$ cat src/rtl/huffman_stream_encoder.sv
// Maps symbols to variable-length codes and packs them MSB-first into O_W-bit words.
// A full word appears one cycle after cnt reaches O_W; s_ready drops while O_W+ bits are pending.
module huffman_stream_encoder #(
  parameter int NUM_OF_CHARS = 16,
  parameter int D_W          = 4,
  parameter int C_W          = 8,
  parameter int W_W          = 4,
  parameter int O_W          = 16
) (
  input  logic                  clk,
  input  logic                  rst,
  input  logic [D_W-1:0]        d_conf,
  input  logic [C_W-1:0]        h_conf,
  input  logic [W_W-1:0]        w_conf,
  input  logic                  en_conf,
  input  logic                  new_conf,
  input  logic [D_W-1:0]        s_data,
  input  logic                  s_valid,
  output logic                  s_ready,
  input  logic                  flush,
  output logic [O_W-1:0]        o_word,
  output logic [$clog2(O_W):0]  o_bits,
  output logic                  o_last,
  output logic                  o_valid,
  input  logic                  o_ready,
  output logic                  err_unmapped,
  output logic                  flush_done
);
  localparam int AW    = O_W + C_W;
  localparam int CNT_W = $clog2(AW);
  localparam int OB_W  = $clog2(O_W) + 1;

  typedef enum logic [1:0] {RUN, FLUSH, FDONE} state_t;
  state_t state, state_nxt;

  logic [C_W-1:0]          tbl_code [NUM_OF_CHARS];
  logic [W_W-1:0]          tbl_len  [NUM_OF_CHARS];
  logic [NUM_OF_CHARS-1:0] tbl_vld;

  logic [AW-1:0]    acc, acc_nxt, acc_sh, code_al;
  logic [CNT_W-1:0] cnt, cnt_nxt, cnt_sh, lsh;
  logic [D_W-1:0]   sym_idx;
  logic [C_W-1:0]   sym_code;
  logic [W_W-1:0]   sym_len;
  logic             conf_wr, sym_ok, sym_hit, slot_free, accept, emit_full, emit_part;

  assign s_ready = (state == RUN) && (cnt < CNT_W'(O_W));
  assign conf_wr = en_conf && !new_conf && (w_conf != '0) && (32'(w_conf) <= C_W)
                   && (32'(d_conf) < NUM_OF_CHARS);

  always_comb begin
    sym_ok    = 32'(s_data) < NUM_OF_CHARS;
    sym_idx   = sym_ok ? s_data : '0;
    sym_hit   = sym_ok && tbl_vld[sym_idx];
    sym_code  = tbl_code[sym_idx];
    sym_len   = tbl_len[sym_idx];
    slot_free = !o_valid || o_ready;
    accept    = s_valid && s_ready && !new_conf;
    emit_full = (cnt >= CNT_W'(O_W)) && slot_free;
    acc_sh    = emit_full ? (acc << O_W) : acc;
    cnt_sh    = emit_full ? (cnt - CNT_W'(O_W)) : cnt;
    // Left shift MSB-aligns the code and drops bits above its length; right shift places it after pending bits.
    lsh       = CNT_W'(AW) - CNT_W'(sym_len);
    code_al   = (AW'(sym_code) << lsh) >> cnt_sh;
    acc_nxt   = acc_sh;
    cnt_nxt   = cnt_sh;
    if (accept && sym_hit) begin
      acc_nxt = acc_sh | code_al;
      cnt_nxt = cnt_sh + CNT_W'(sym_len);
    end
    emit_part = (state == FLUSH) && (cnt < CNT_W'(O_W)) && (cnt != '0) && slot_free;
    if (emit_part) begin
      acc_nxt = '0;
      cnt_nxt = '0;
    end

    state_nxt = state;
    case (state)
      RUN:     if (flush) state_nxt = FLUSH;
      FLUSH:   if ((cnt < CNT_W'(O_W)) && slot_free) state_nxt = FDONE;
      FDONE:   state_nxt = RUN;
      default: state_nxt = RUN;
    endcase
    if (new_conf) state_nxt = RUN;
  end

  always_ff @(posedge clk) begin
    if (rst) state <= RUN;
    else     state <= state_nxt;
  end

  always_ff @(posedge clk) begin
    if (conf_wr) begin
      tbl_code[d_conf] <= h_conf;
      tbl_len[d_conf]  <= w_conf;
    end
  end

  always_ff @(posedge clk) begin
    if (rst) begin
      tbl_vld      <= '0;
      acc          <= '0;
      cnt          <= '0;
      o_word       <= '0;
      o_bits       <= '0;
      o_last       <= 1'b0;
      o_valid      <= 1'b0;
      err_unmapped <= 1'b0;
      flush_done   <= 1'b0;
    end else if (new_conf) begin
      tbl_vld      <= '0;
      acc          <= '0;
      cnt          <= '0;
      o_last       <= 1'b0;
      o_valid      <= 1'b0;
      err_unmapped <= 1'b0;
      flush_done   <= 1'b0;
    end else begin
      if (conf_wr) tbl_vld[d_conf] <= 1'b1;
      acc          <= acc_nxt;
      cnt          <= cnt_nxt;
      err_unmapped <= accept && !sym_hit;
      flush_done   <= (state == FDONE);
      if (emit_full) begin
        o_word  <= acc[AW-1 -: O_W];
        o_bits  <= OB_W'(O_W);
        o_last  <= 1'b0;
        o_valid <= 1'b1;
      end else if (emit_part) begin
        // Bits below cnt are always zero in acc, so the top slice is already padded.
        o_word  <= acc[AW-1 -: O_W];
        o_bits  <= OB_W'(cnt);
        o_last  <= 1'b1;
        o_valid <= 1'b1;
      end else if (o_ready) begin
        o_valid <= 1'b0;
        o_last  <= 1'b0;
      end
    end
  end
endmodule
$ cat config.mk
export PLATFORM = sky130hd
export DESIGN_NAME = huffman_stream_encoder
export DESIGN_NICKNAME = d
export VERILOG_FILES = /design/src/rtl/huffman_stream_encoder.sv
export SDC_FILE = /design/constraint.sdc
export NUM_CORES = 1
export LEC_CHECK = 0
export BUFFER_PORTS_ARGS = -buffer_cell sky130_fd_sc_hd__buf_2
export CORE_UTILIZATION = 30
export CTS_BUF_LIST = sky130_fd_sc_hd__clkbuf_16
export DETAILED_ROUTE_END_ITERATION = 8
export MAX_ROUTING_LAYER = met4
export PLACE_DENSITY_LB_ADDON = 0.25
export SKIP_CTS_REPAIR_TIMING = 1
export SYNTH_ARGS = -nofsm -noshare
export SYNTH_HDL_FRONTEND = slang
export SYNTH_SLANG_ARGS = --single-unit
export TNS_END_PERCENT = 20
$ cat constraint.sdc
create_clock -name clk -period 6.2 [get_ports clk]
set_input_delay 0.93 -clock clk [delete_from_list [all_inputs] [get_ports clk]]
set_output_delay 0.93 -clock clk [all_outputs]
set_load 0.005 [all_outputs]
==> metrics.md, run 1 <==
| Metric | Value |
|---|---|
| Starting density of the core | `30.6%` |
| Class of the most critical setup path | `in2reg` |
| Violation count after the first detailed-routing iteration | `538` |
| Number of enable-type register cells in the synthesized netlist | `192` |
| Transition at the pin with the smallest max-transition slack | `0.999 ns` |
| NetSw | `0.960 mW` |
| Antenna diode count | `0` |
| CP max stage cell | `mux4_2` |
| Hold Path End | `o_bits[2]` |
| NumNets Final | `1017` |
| Worst hold stages | `2` |
| Number of cells traversed by the worst register-to-register path | `15` |
| Number of global-route vias before repair | `8014` |
| Crit path capture type | `flop` |
| Die Area | `0.0416 mm2` |
| Number of buffers created by CTS | `30` |
| Global-route wire length before repair | `48300 um` |
| Clock network fraction of design power | `40.8%` |
| Fillers | `3984` |
| Worst slack on hold paths | `0.445 ns` |
| Dominant cell type by area after synthesis | `edfxtp_1` |
| Arrival time at the worst endpoint | `5.48 ns` |
| CP startpoint kind | `input port` |
| Switching share of power | `24.3%` |
| Fraction of synthesized cell area taken by the top area cell type | `47.2%` |
| Die extent in y | `204 um` |
| Cell Area, Synth | `0.0122 mm2` |
| Sequential-to-total area share from yosys stat | `59.0%` |
| Net Count, Synth | `962` |
| Total vias in the final route | `7984` |
| Routed len/inst | `20.5 um` |
| Unrepaired setup endpoints after global routing | `no` |
| Clock-pin transition on the worst setup and hold timing paths | `0.06 ns` |
| Reg-to-reg endpoint | `acc[7]` |
| GRT Overall Usage | `15.7%` |
| Gpl congestion | `0.897` |
| Post-synthesis async set-or-reset flop share | `0%` |
| Number of maximum-capacitance constraint violations | `0` |
| Clock latency of the later-clocked register in the worst-skew pair | `0.57 ns` |
| CTS root buf | `clkbuf_16` |
| Number of antenna violations at the first check in global routing | `0` |
| Area occupied by registers | `0.00721 mm2` |
| Delay-heaviest family, CP | `compound AO/OA/AOI/OAI gates` |
| Core outline area | `0.0400 mm2` |
| Layout cell share with drive strength beyond 1 | `22.8%` |
| Internal Dissipation | `3.00 mW` |
| Port-buffer cells | `52` |
| Critical-path cell list | `buf_2 > mux4_2 > nand2_1 > and4_4 > ha_1 > inv_1 > a311o_1 > o22a_2 > nand2_1 > mux4_2 > o221ai_2 > o311ai_1 > a21bo_1 > o21ai_1 > a221o_1 > a221oi_2` |
| Pins Over Slew Limit | `0` |
| Count of pins on the block boundary | `53` |
| Worst min path class | `reg2reg` |
| DRT Wirelength | `31400 um` |
| Deepest level of the CTS H-tree | `1` |
| Flip-flop cell with the highest count after synthesis | `edfxtp_1` |
| Deepest clock path buffer count | `3` |
| Data required time of the critical path | `6.66 ns` |
| Final period util | `81.1%` |
| R2R setup slack | `1.62 ns` |
| TritonCTS clock tree | `yes` |
| Achievable frequency | `199 MHz` |
| Worst vdd ir | `0.224 mV` |
| DRC violations left | `0` |
| Cells after synthesis | `928` |
| Total setup violations reported at the end of the flow | `0` |
| Cell variety after synth | `91` |
| Critical path fanouts, max | `26` |
| Setup TNS | `0 ns` |
| Fraction of power consumed by combinational cells | `11.1%` |
| Post-route ant nets | `0` |
| Routed via count divided by cell count | `5.22` |
| Area of the multi-input gates | `0.00463 mm2` |
| Launch instance of the worst min-delay path | `o_bits[2]` |
| Worst slew slack as a fraction of its limit | `33.1%` |
| Startpoint of the worst register-to-register path | `tbl_len[10][0]` |
| Post-detailed-placement half-perimeter wirelength | `20800 um` |
| Global route total overflow | `0` |
| Number of warnings issued by yosys | `0` |
| Seq cells post-synth | `264` |
| Number of core rows | `73` |
| Worst clock skew | `0.0256 ns` |
| WP buf/inv | `2` |
| Number of sinks on the clock net | `264` |
| LEAKAGE | `4.69 nW` |
| Sequential fraction of design power | `48.1%` |
| Crit path largest cell delay | `0.63 ns` |
| Post-layout minimum cycle time | `5.03 ns` |
| Final-report hold violation count | `0` |
| Largest net degree at the start of global routing | `33` |
| DIE WIDTH | `204 um` |
| Result of the run | `complete, no violations` |
| Synth top area cells | `edfxtp_1 (47%), dfxtp_1 (12%), mux4_2 (10%), nand2_1 (3.3%), nor2_1 (2.7%)` |
| Cell Pwr Density | `283 mW/mm2` |
| Layout overhead on the synthesized area | `14.3%` |
| Total iterations of the first detailed-routing run | `5` |
| Synthesized area divided by synthesized cell count | `13.2 um2` |
logic make-up (layout without fill, tap and decap cells):
kind of cell               Yosys count  after routing  synth area share (%)
xor gates and xnor gates             5              5                 0.420
and+or+nand+nor                    290            290                  10.8
muxes                               94             94                  13.9
adders and majority gates            7              7                 0.778
AOI/OAI and AO/OA                  193            193                  11.8
buffers and inverters               75            152                  3.34
DFF                                264            264                  59.0
cells in the final DEF, fill, tap and decap left out, types with 12 or more instances in the layout:
master	synthesis	layout
edfxtp_1	192	192
inv_1	10	20
dfxtp_1	72	72
clkbuf_16	0	31
mux2i_1	22	22
a21oi_1	40	40
nor3_1	19	15
mux2_2	12	12
buf_4	7	33
nand2_1	108	108
buf_2	9	51
nor2_1	88	88
o21ai_0	18	18
nand3_1	18	18
o211ai_1	13	13
a31oi_1	12	12
a22oi_1	21	21
mux4_2	56	56
power groups by stage:
stage          logic, mW  registers (mW)  clock network, mW
6_report           0.437            1.90               1.61
3_5_place_dp       0.433            1.94                  0
2_1_floorplan      0.312            1.94                  0
3_3_place_gp       0.436            1.94                  0
4_1_cts            0.435            1.90               1.66
5_1_grt            0.475            1.90               1.72
cell type report:
cell class              instances  share of cell area, %
multi-input cells             589                   33.1
well taps                     525                   4.70
inverters                      14                  0.430
clock buffers                  31                   5.55
clock inverters                23                  0.976
flip-flops and latches        264                   51.6
repair buffers                 84                   3.60
metrics by stage:
step	setup slack [ns]	util (%)	cells	cell area [um2]	power, mW
2_1_floorplan	1.45	-	928	12200	2.25
3_3_place_gp	0.707	32.6	1476	13100	2.38
3_5_place_dp	0.632	32.6	1476	13100	2.38
4_1_cts	1.20	34.9	1530	14000	4.00
5_1_grt	0.796	34.9	1530	14000	4.10
6_report	1.17	34.9	1530	14000	3.96
flip-flops by register name, indices dropped and copies added, names as in the netlist:
name / flops
o_valid: 1
tbl_code: 128
cnt: 5
acc: 24
flush_done: 1
tbl_len: 64
o_bits: 5
tbl_vld: 16
err_unmapped: 1
o_word: 16
o_last: 1
state: 2
cells in the mapped netlist, drive strengths merged (19+ instances only):
master and n:
edfxtp 192, nand2 108, buf 28, a22oi 24, mux4 58, o21ai 21
nor2 88, nand3 19, nor3 20, clkbuf 33, mux2i 23, dfxtp 72
a21oi 40
worst max-delay path by stage:
stage	cells after the start	to	from
after global routing	16	acc[9]	s_data[0]
after detailed placement	16	acc[7]	s_data[2]
after CTS	16	acc[7]	s_data[2]
after global placement	16	acc[7]	s_data[0]
after floorplan	18	acc[6]	s_data[0]
final	16	acc[7]	s_data[2]
worst reg2reg max path, delay by kind of cell (launching register included):
kind	cells	cell delay (ns)
mux	2	1.12
compound gates	8	1.88
fa+ha+maj	1	0.25
simple gates	3	0.76
flops	1	0.37
buf+inv	1	0.08
per-layer routing:
layer	share of wire (%)	up-vias	track usage, %	wire (um)
met5	0	-	-	0
li1	-	3702	-	-
met3	4.2	48	2.07	1320
met4	2.2	0	4.38	682
met2	49	196	25.6	15300
met1	45	4038	20.4	14100
(Power assumes the default switching activity.)
==> run 2, diff against run 1 <==
--- a/config.mk
+++ b/config.mk
@@ -5,6 +5,7 @@
 export SDC_FILE = /design/constraint.sdc
 export NUM_CORES = 1
 export LEC_CHECK = 0
+export ABC_AREA = 1
 export BUFFER_PORTS_ARGS = -buffer_cell sky130_fd_sc_hd__buf_2
 export CORE_UTILIZATION = 30
 export CTS_BUF_LIST = sky130_fd_sc_hd__clkbuf_16
==> constraint.sdc (replaced) <==
create_clock -name clk -period 4.15 [get_ports clk]
set_input_delay 0.6225 -clock clk [delete_from_list [all_inputs] [get_ports clk]]
set_output_delay 0.6225 -clock clk [all_outputs]
set_load 0.005 [all_outputs]
==> metrics.md, run 2 <==
| Metric | Value |
|---|---|
| GRT met1 Usage | `21.1%` |
| Startpoint of the worst register-to-register path | `tbl_len[10][1]` |
| Number of maximum-capacitance constraint violations | `0` |
| Antenna diode count | `0` |
| Layout overhead on the synthesized area | `15.0%` |
| Final period util | `77.7%` |
| Most frequent standard cell in the layout excluding fill and tap cells | `nand2_1` |
| Number of cells traversed by the worst register-to-register path | `20` |
| Data required time of the critical path | `4.63 ns` |
| Layout cell share with drive strength beyond 1 | `11.7%` |
| GRT Overall Usage | `17.2%` |
| Sequential-to-total area share from yosys stat | `58.4%` |
| CP startpoint kind | `input port` |
| Sequential fraction of design power | `47.3%` |
| Switching share of power | `25.7%` |
| Max FFs per register | `128` |
| Crit path capture type | `flop` |
| Post-route ant nets | `0` |
| Clock latency of the later-clocked register in the worst-skew pair | `0.59 ns` |
| Global routing usage on met3 | `2.43%` |
| Worst min path class | `in2reg` |
| Synth Area in Compound Gates | `7.89%` |
| Internal Dissipation | `4.48 mW` |
| Class of the most critical setup path | `in2reg` |
| Placed Instance Area | `0.0133 mm2` |
| Gpl congestion | `0.951` |
| Arrival time at the worst endpoint | `3.70 ns` |
| Share of the synthesized netlist area taken by xor and xnor gates | `0.142%` |
| Worst hold stages | `3` |
| Post-layout minimum cycle time | `3.22 ns` |
| Cell Pwr Density | `424 mW/mm2` |
| Final non-filler cell area | `0.0142 mm2` |
| Global-route wire length before repair | `53900 um` |
| Pins Over Slew Limit | `0` |
| Reg-to-reg endpoint | `acc[12]` |
| Number of buffers created by CTS | `30` |
| Synth top area cells | `edfxtp_1 (47%), dfxtp_1 (12%), nand2_1 (11%), nand3_1 (9.4%), nor2_1 (4.0%)` |
| DRC violations left | `0` |
| Count of pins on the block boundary | `53` |
| Fraction of synthesized cell area taken by the top area cell type | `46.7%` |
| Commonest cells after routing, fill and taps aside | `nand2_1 (375), nand3_1 (231), edfxtp_1 (192)` |
| Number of antenna violations at the first check in global routing | `0` |
| Worst slew slack as a fraction of its limit | `47.1%` |
| Post-synthesis async set-or-reset flop share | `0%` |
| Core outline area | `0.0402 mm2` |
| Deepest clock path buffer count | `3` |
| Routed via count divided by cell count | `4.88` |
| Post-detailed-placement half-perimeter wirelength | `22600 um` |
| Total iterations of the first detailed-routing run | `5` |
| Result of the run | `complete, no violations` |
| Cell variety after synth | `45` |
| Register with the most flip-flops | `tbl_code` |
| Transition at the pin with the smallest max-transition slack | `0.793 ns` |
| Starting density of the core | `30.7%` |
| Synthesized-area fraction occupied by and/or/nand/nor cells | `26.9%` |
| Worst slack on hold paths | `0.323 ns` |
| Flip-flop cell with the highest count after synthesis | `edfxtp_1` |
| Seq cells post-synth | `264` |
| Fillers | `4128` |
| Fraction of synthesized area in multiplexers | `0%` |
| Gr busiest metal | `met2` |
| Dominant cell type by area after synthesis | `edfxtp_1` |
| Net Count, Synth | `1409` |
| Deepest level of the CTS H-tree | `1` |
| Die extent in y | `205 um` |
| Launch instance of the worst min-delay path | `flush` |
| Synthesized area divided by synthesized cell count | `8.98 um2` |
| Critical path fanouts, max | `13` |
| Leading registers by flop count | `tbl_code x128, tbl_len x64, acc x24` |
| Global Route met2 Usage | `29.1%` |
| Most used standard cell by instance count after synthesis | `nand2_1` |
| Clock network fraction of design power | `41.7%` |
| Total setup violations reported at the end of the flow | `0` |
| Die Area | `0.0420 mm2` |
| CTS root buf | `clkbuf_16` |
| NumNets Final | `1470` |
| TritonCTS clock tree | `yes` |
| Clock-pin transition on the worst setup and hold timing paths | `0.06 ns` |
| R2R setup slack | `1.15 ns` |
| Unrepaired setup endpoints after global routing | `no` |
| Number of warnings issued by yosys | `0` |
| Achievable frequency | `310 MHz` |
| DIE WIDTH | `205 um` |
| Worst clock skew | `0.0447 ns` |
| Cells after synthesis | `1375` |
| Violation count after the first detailed-routing iteration | `789` |
| Setup TNS | `0 ns` |
| Adder-cell share of the synthesized area | `0.770%` |
| Global route total overflow | `0` |
| LEAKAGE | `5.53 nW` |
| Number of core rows | `73` |
| Port-buffer cells | `52` |
| Number of global-route vias before repair | `9414` |
| Final-report hold violation count | `0` |
| Worst vdd ir | `0.363 mV` |
| Combinational family with the most area after synthesis | `simple AND/OR/NAND/NOR gates` |
| Fraction of power consumed by combinational cells | `11.0%` |
| Total vias in the final route | `9685` |
| Number of enable-type register cells in the synthesized netlist | `192` |
| Largest net degree at the start of global routing | `51` |
| Cell Area, Synth | `0.0124 mm2` |
| Routed len/inst | `17.3 um` |
| DRT Wirelength | `34300 um` |
| Number of sinks on the clock net | `264` |
| NetSw | `1.55 mW` |
| Most frequent cells after synthesis | `nand2_1 (375), nand3_1 (231), edfxtp_1 (192)` |
| Hold Path End | `state[0]` |
## run 2: cell types whose count changed in the layout (fill, tap and decap cells not counted), sizes merged, moves of 14 or more
cell   before  now
mux4       58    0
nor3       20    6
a21oi      40   62
nor2       88  134
a22oi      24    0
o21ai      21   69
inv        24   86
buf        84  102
mux2i      23    0
nand2     108  382
nand3      19  235
## run 2: power by group through the flow
stage                     sequential, mW  clock (mW)  combinational [mW]
after floorplan                     2.91           0               0.461
after global placement              2.91           0               0.663
after detailed placement            2.91           0               0.664
after CTS                           2.85        2.58               0.666
after global routing                2.85        2.68               0.747
final                               2.85        2.52               0.665
## run 2: through the flow
step / cells / total power [mW] / utilization [%] / worst slack (ns)
3_3_place_gp: 1929 / 3.57 / 33.0 / 0.351
6_report: 1983 / 6.03 / 35.4 / 0.927
4_1_cts: 1983 / 6.10 / 35.4 / 0.926
3_5_place_dp: 1929 / 3.57 / 33.0 / 0.355
5_1_grt: 1983 / 6.28 / 35.4 / 0.561
2_1_floorplan: 1375 / 3.37 / - / 0.929
## run 2: cell families after synthesis
kind of cell | count (synthesis)
compound gates | 171
xor+xnor | 2
fa+ha+maj | 7
buf+inv | 155
flops | 264
simple gates | 776
## run 2: final cells by class
type                    instances  area, um2  area share [%]
repair buffers                102        676            4.76
well taps                     525        657            4.62
flip-flops and latches        264       7210            50.7
clock inverters                24        196            1.38
inverters                      82        308            2.17
multi-input cells             956       4410            31.1
clock buffers                  30        751            5.28
## run 2: critical path, cell delays in order
cell and delay, ns:
buf_2 0.12, inv_2 0.21, buf_4 0.28, nand3_1 0.14, nand3_1 0.10, nand3_1 0.08, nand2_1 0.12, clkinv_1 0.10
ha_1 0.31, clkinv_1 0.23, nand3_1 0.19, nand3_1 0.08, nand2_1 0.16, nand3_1 0.12, nand3_1 0.16, nand3_1 0.14
nand2_1 0.14, nand3_1 0.08, nand2_1 0.12, nand2_1 0.06, a21oi_1 0.12
## run 2: metal layers
metal  wire length, um  vias up
met5                 0        -
met4              1040        0
met3              1250       67
met2             16800      190
met1             15200     4612
li1                  -     4816
## run 2: how the worst max path moves through the flow
stage | slack, ns | from | cells after the start | end
after floorplan | 0.93 | s_data[1] | 22 | acc[4]
after global placement | 0.35 | s_data[1] | 20 | acc[21]
after detailed placement | 0.35 | s_data[1] | 23 | acc[9]
after CTS | 0.93 | s_data[1] | 23 | acc[9]
after global routing | 0.56 | s_data[1] | 21 | acc[12]
final | 0.93 | s_data[1] | 21 | acc[12]
